==> config.mk <==
export PLATFORM = sky130hd
export DESIGN_NAME = bias_add_stream
export DESIGN_NICKNAME = d
export VERILOG_FILES = /design/src/rtl/bias_add_stream.sv
export SDC_FILE = /design/constraint.sdc
export NUM_CORES = 1
export LEC_CHECK = 0
export ABC_AREA = 0
export BUFFER_PORTS_ARGS = -buffer_cell sky130_fd_sc_hd__clkbuf_2
export CORE_MARGIN = 2
export CORE_UTILIZATION = 60
export DETAILED_ROUTE_END_ITERATION = 7
export PLACE_DENSITY = 0.78
export SETUP_SLACK_MARGIN = 0.4
export SLEW_MARGIN = 20
export SYNTH_ARGS = -nofsm -noshare
export SYNTH_HDL_FRONTEND = slang
export SYNTH_SLANG_ARGS = --single-unit
==> constraint.sdc <==
create_clock -name ap_clk -period 4.4 [get_ports ap_clk]
set_input_delay 0.22 -clock ap_clk [delete_from_list [all_inputs] [get_ports ap_clk]]
set_output_delay 0.22 -clock ap_clk [all_outputs]
set_load 0.02 [all_outputs]
==> src/rtl/bias_add_stream.sv <==
// bias_add_stream: loads NUM_CH per-channel biases from a FIFO, then adds them
// to the channel-interleaved accumulator stream with signed saturation.
// The biases are reloaded for every frame.
// Optional feature: define BIAS_ADD_RELU_EN to force negative results to zero.
module bias_add_stream #(
  parameter int NUM_CH        = 16,
  parameter int COEFF_W       = 16,
  parameter int DATA_W        = 16,
  parameter int PIX_PER_FRAME = 64
) (
  input  logic               ap_clk,
  input  logic               ap_rst_n,
  input  logic [COEFF_W-1:0] bias_V_dout,
  input  logic               bias_V_empty_n,
  output logic               bias_V_read,
  input  logic [DATA_W-1:0]  input_V_dout,
  input  logic               input_V_empty_n,
  output logic               input_V_read,
  output logic [DATA_W-1:0]  output_V_din,
  input  logic               output_V_full_n,
  output logic               output_V_write
);

  localparam int CH_W  = (NUM_CH > 1) ? $clog2(NUM_CH) : 1;
  localparam int PIX_W = (PIX_PER_FRAME > 1) ? $clog2(PIX_PER_FRAME) : 1;
  localparam int SUM_W = ((DATA_W > COEFF_W) ? DATA_W : COEFF_W) + 1;

  localparam logic [CH_W-1:0]  CH_LAST  = CH_W'(NUM_CH - 1);
  localparam logic [PIX_W-1:0] PIX_LAST = PIX_W'(PIX_PER_FRAME - 1);

  // Clamp limits of the output word, widened to the sum width
  localparam logic signed [SUM_W-1:0] SAT_MAX =
    {{(SUM_W-DATA_W+1){1'b0}}, {(DATA_W-1){1'b1}}};
  localparam logic signed [SUM_W-1:0] SAT_MIN =
    {{(SUM_W-DATA_W+1){1'b1}}, {(DATA_W-1){1'b0}}};

  typedef enum logic {
    LOAD,
    RUN
  } state_t;

  state_t              state;
  state_t              state_next;
  logic [CH_W-1:0]     ch_cnt;
  logic [PIX_W-1:0]    pix_cnt;
  logic                out_valid;
  logic [DATA_W-1:0]   out_data;
  logic [COEFF_W-1:0]  bias_mem [NUM_CH];
  logic [COEFF_W-1:0]  bias_sel;
  logic                bias_pop;
  logic                in_pop;
  logic                slot_free;
  logic                ch_last;
  logic                frame_last;
  logic signed [SUM_W-1:0] sum;
  logic [DATA_W-1:0]   result;

  assign ch_last        = (ch_cnt == CH_LAST);
  assign frame_last     = ch_last && (pix_cnt == PIX_LAST);
  assign bias_pop       = bias_V_read;
  assign in_pop         = input_V_read;
  assign output_V_write = out_valid;
  assign output_V_din   = out_data;

  // State register
  always_ff @(posedge ap_clk or negedge ap_rst_n) begin
    if (!ap_rst_n) begin
      state <= LOAD;
    end else begin
      state <= state_next;
    end
  end

  // Next-state and FIFO handshakes; reads are gated off while reset is held
  always_comb begin
    state_next   = state;
    bias_V_read  = 1'b0;
    input_V_read = 1'b0;
    slot_free    = !out_valid || output_V_full_n;
    case (state)
      LOAD: begin
        bias_V_read = bias_V_empty_n && ap_rst_n;
        if (bias_V_empty_n && ch_last) begin
          state_next = RUN;
        end
      end
      RUN: begin
        input_V_read = input_V_empty_n && slot_free && ap_rst_n;
        if (input_V_read && frame_last) begin
          state_next = LOAD;
        end
      end
      default: state_next = LOAD;
    endcase
  end

  // Channel index while loading; channel and pixel position while running
  always_ff @(posedge ap_clk or negedge ap_rst_n) begin
    if (!ap_rst_n) begin
      ch_cnt  <= '0;
      pix_cnt <= '0;
    end else if (bias_pop) begin
      ch_cnt <= ch_last ? '0 : ch_cnt + 1'b1;
    end else if (in_pop) begin
      if (ch_last) begin
        ch_cnt  <= '0;
        pix_cnt <= (pix_cnt == PIX_LAST) ? '0 : pix_cnt + 1'b1;
      end else begin
        ch_cnt <= ch_cnt + 1'b1;
      end
    end
  end

  // Bias register file; contents are don't-care until loaded, so no reset
  always_ff @(posedge ap_clk) begin
    if (bias_pop) begin
      bias_mem[ch_cnt] <= bias_V_dout;
    end
  end

  // Widened signed add of accumulator and bias, then clamp to the output range
  always_comb begin
    bias_sel = bias_mem[ch_cnt];
    sum = {{(SUM_W-DATA_W){input_V_dout[DATA_W-1]}}, input_V_dout}
        + {{(SUM_W-COEFF_W){bias_sel[COEFF_W-1]}}, bias_sel};
    if (sum > SAT_MAX) begin
      result = SAT_MAX[DATA_W-1:0];
    end else if (sum < SAT_MIN) begin
      result = SAT_MIN[DATA_W-1:0];
    end else begin
      result = sum[DATA_W-1:0];
    end
`ifdef BIAS_ADD_RELU_EN
    if (result[DATA_W-1]) begin
      result = '0;
    end
`endif
  end

  // Output holding register: reload on every pop, empty once drained downstream
  always_ff @(posedge ap_clk or negedge ap_rst_n) begin
    if (!ap_rst_n) begin
      out_valid <= 1'b0;
      out_data  <= '0;
    end else if (in_pop) begin
      out_data  <= result;
      out_valid <= 1'b1;
    end else if (out_valid && output_V_full_n) begin
      out_valid <= 1'b0;
    end
  end

endmodule

==> results.toml <==
[synthesis]
synth-main-ff-cell = "edfxtp_1"
dominant_combinational_cell_family_by_area_after_synthesis = "multiplexers"
mappedNetlistArea_um2 = 11910
syn-instance-count = 624
synth_enable_flop_cells = 256
yosys-top-cells-area = "edfxtp_1 65%, mux4_2 15%, dfrtp_1 5.9%"
synth_xor_area_frac = 0.01030
post-synth-top-area-cell = "edfxtp_1"
yosysUniqueCellTypes = 50
synth_area_per_cell_um2 = 19.09
synth_mux_area_frac = 0.1540
synth_seq_cells = 284
synth-warning-count = 0
post_synthesis_compound_gate_area_fraction = 0.05032
yosysSeqAreaShare = 0.7043
post_synth_fa_ha_maj_area_fraction = 0.02374
yosys.area_share.simple = 0.04339
yosys.area.top_type_share = 0.6454
synthArstFlopShare = 0.09859
synth.net_count = 683

[cells_and_area]
final.fill_count = 1136
drive_gt1_frac = 0.3306
number_of_nets_in_the_layout = 768
layout.cells.most_common_list = "256 x edfxtp_1, 80 x mux4_2, 55 x clkbuf_2"
antenna_cells_inserted = 0
area_delta_synth_final_pct = 15.24
most_common_cell_after_layout_fill_and_taps_aside = "edfxtp_1"
instances_no_fill = 994

[setup_path]
setup.worst_path.class = "reg2reg"
crit-reg2reg-launch = "ch_cnt[0]$_DFFE_PN0P_"
critical_path_required_ns = 4.83
worst-path-max-fanout = 21
timing.reg2reg.worst_path_depth = 12
worst_setup_start_kind = "flip-flop"
crit_path_frequent_cell = "mux4_2"
crit-reg2reg-capture = "output_V_din[2]$_DFFE_PN0P_"
reg2reg_slack_ns = 0.51
slowest_delay_ns = 0.53
cp-startpoint = "ch_cnt[0]$_DFFE_PN0P_"
critical_path.slowest_cell = "mux4_2"
crit_chain = "buf_12 > buf_16 > buf_8 > mux4_2 > mux4_2 > ha_1 > inv_1 > nand2_2 > nand4_1 > o2bb2ai_4 > nand3_2 > a311oi_2"
critical_path_arrival_ns = 4.33
endpoint_kind = "flip-flop"

[placement]
place_inst = 928
detailed_place_hpwl_um = 15170
gp_congestion = 0.8979
io_buffers = 55

[route]
wirelength_um = 27480
drc_errors = 0
routed_via_density = 6.610
route.vias.total = 6570
postRouteAntennaNets = 0
count_of_routing_violations_after_the_opening_detailed_route_iteration = 744
drt_pre_antenna_iters = 5
wire_per_inst_um = 27.64

[power]
cell_internal_pwr_mw = 6.328
netSwitchingPower_mw = 3.341
power_density_nw_per_um2 = 704.4
vdd_drop_max_mv = 0.3911
finalPower_mw = 9.669
pwr-share-clk = 0.242
p_comb_frac = 0.423
seqPwrFrac = 0.335
p_leak_nw = 4.649
netSwitchingFraction = 0.3455

[sta]
slew-limit-headroom = 0.2092
report.final.hold_viol_count = 0
final_critical_period_ns = 3.894
max_slew.worst_pin.slew_ns = 1.186
timing.clock.skew_ns = 0.01747
finalHoldWorstSlack_ns = 0.06484
min_period_over_period = 0.8849
max_clock_freq_mhz = 256.8
timing_max_transition_violations_final = 0
timing.final.setup_violations = 0
rsz0062_at_grt = "false"
fin_tns_setup_ns = 0

[grt]
grt_start_max_net_pins = 51
antenna_found_initial = 0
grt_remaining_overflow = 0
groute.usage.overall = 0.2658
grt_first_pass_wirelength_um = 39790
grt_pass1_vias = 6419

[floorplanning]
die_w_um = 144.9
floorplan.core_area_um2 = 19460
floorplan.die_area_um2 = 20990
io_pins = 56
fp-row-count = 51
initial_core_utilization = 0.6120
die-height_um = 144.9

[min_path]
hold_path_depth = 3
hold_path.class = "in2reg"
timing.hold.worst.start = "bias_V_empty_n"
whs_endpoint = "state$_DFF_PN0_"

[clock_network]
cts.clk_slew.worst_paths_ns = 0.06
cts_inserted_buffers = 27
htree_levels = 1
root_buffer = "clkbuf_16"
tritoncts_clock_tree = "done"
clk_latency_ns = 0.54
clk_path_buf_depth = 3
numClockSinks = 284

[job]
maxCapViolCount = 0

[outcome]
run_status = "completed"
[logic make-up (layout without fill, tap and decap cells)]
| kind of cell | after synthesis | in the layout |
|---|---|---|
| AOI/OAI and AO/OA | 80 | 82 |
| xor gates and xnor gates | 14 | 14 |
| adders and majority gates | 22 | 22 |
| buffers and inverters | 38 | 141 |
| DFF | 284 | 284 |
| muxes | 83 | 83 |
| and+or+nand+nor | 103 | 103 |
[Yosys cell counts, types with 6 or more instances]
| library cell | n |
|---|---|
| edfxtp_1 | 256 |
| mux4_2 | 80 |
| nand2_1 | 30 |
| dfrtp_1 | 28 |
| nor2_1 | 22 |
| ha_1 | 21 |
| a21oi_1 | 18 |
| and2_1 | 17 |
| clkbuf_1 | 16 |
| o21ai_0 | 13 |
| nand3_1 | 11 |
| xnor2_1 | 10 |
| a211oi_1 | 9 |
| buf_2 | 9 |
| a31oi_1 | 8 |
| inv_1 | 6 |
| nand4_1 | 6 |
| o31ai_1 | 6 |
[how the worst max path moves through the flow]
stage | end | slack, ns | cells past startpoint
2_1_floorplan | output_V_din[14]$_DFFE_PN0P_ | 0.45 | 13
3_3_place_gp | output_V_din[2]$_DFFE_PN0P_ | 0.38 | 10
3_5_place_dp | output_V_din[2]$_DFFE_PN0P_ | 0.21 | 10
4_1_cts | output_V_din[0]$_DFFE_PN0P_ | 0.45 | 11
5_1_grt | output_V_din[14]$_DFFE_PN0P_ | 0.35 | 13
6_report | output_V_din[2]$_DFFE_PN0P_ | 0.51 | 12
[worst max-delay path: cells and delay by family (launching register included)]
family / cells / cell delay (ns)
adders and majority gates: 1 / 0.36
buffers and inverters: 4 / 0.71
AOI/OAI and AO/OA: 2 / 0.62
and+or+nand+nor: 3 / 0.64
DFF: 1 / 0.43
muxes: 2 / 1.02
[state kept, by name, indices dropped and copies added (netlist names)]
signal / cells
bias_mem: 256
output_V_din: 16
pix_cnt: 6
ch_cnt: 4
output_V_write: 1
state: 1
[layer usage]
| layer | vias to the layer above | part of all wire | global-route usage |
|---|---|---|---|
| li1 | 2739 | - | - |
| met1 | 3342 | 0.38 | 0.3685 |
| met2 | 410 | 0.50 | 0.4340 |
| met3 | 79 | 0.088 | 0.04409 |
| met4 | 0 | 0.035 | 0.09658 |
| met5 | - | 0 | 0 |
[cell type report]
type                    count  area [µm²]  area share
clock buffers              31       690.7     0.05032
clock inverters            18       197.7     0.01440
inverters                   6       22.52    0.001641
multi-input cells         304        3478      0.2534
flip-flops and latches    284        8393      0.6115
well taps                 265       331.6     0.02416
repair buffers             86       611.8     0.04458
[metrics by stage]
| stage | worst slack (ns) | instance area [µm²] | utilization |
|---|---|---|---|
| 2_1_floorplan | 0.4503 | 11920 | - |
| 3_3_place_gp | 0.3824 | 12520 | 0.6432 |
| 3_5_place_dp | 0.2057 | 12530 | 0.6440 |
| 4_1_cts | 0.4546 | 13560 | 0.6966 |
| 5_1_grt | 0.3547 | 13730 | 0.7052 |
| 6_report | 0.5063 | 13730 | 0.7052 |
[power groups by stage]
stage / Combinational (mW) / Clock (mW) / Sequential [mW]
after CTS: 3.70 / 2.34 / 3.24
after floorplan: 2.68 / 0 / 3.34
after global routing: 4.37 / 2.47 / 3.26
after global placement: 3.38 / 0 / 3.30
final: 4.09 / 2.34 / 3.24
after detailed placement: 3.49 / 0 / 3.32
[timing repair]
| action | in CTS | in global routing |
|---|---|---|
| cloned | 1 | 2 |
| pin swaps | 1 | 8 |
| hold endpoints to repair | 29 | 0 |
| buffers inserted | 5 | 5 |
| gates resized for setup | 3 | 21 |
| setup endpoints to repair | 13 | 15 |
| hold buffers | 3 | 0 |
(Power assumes the default switching activity.)
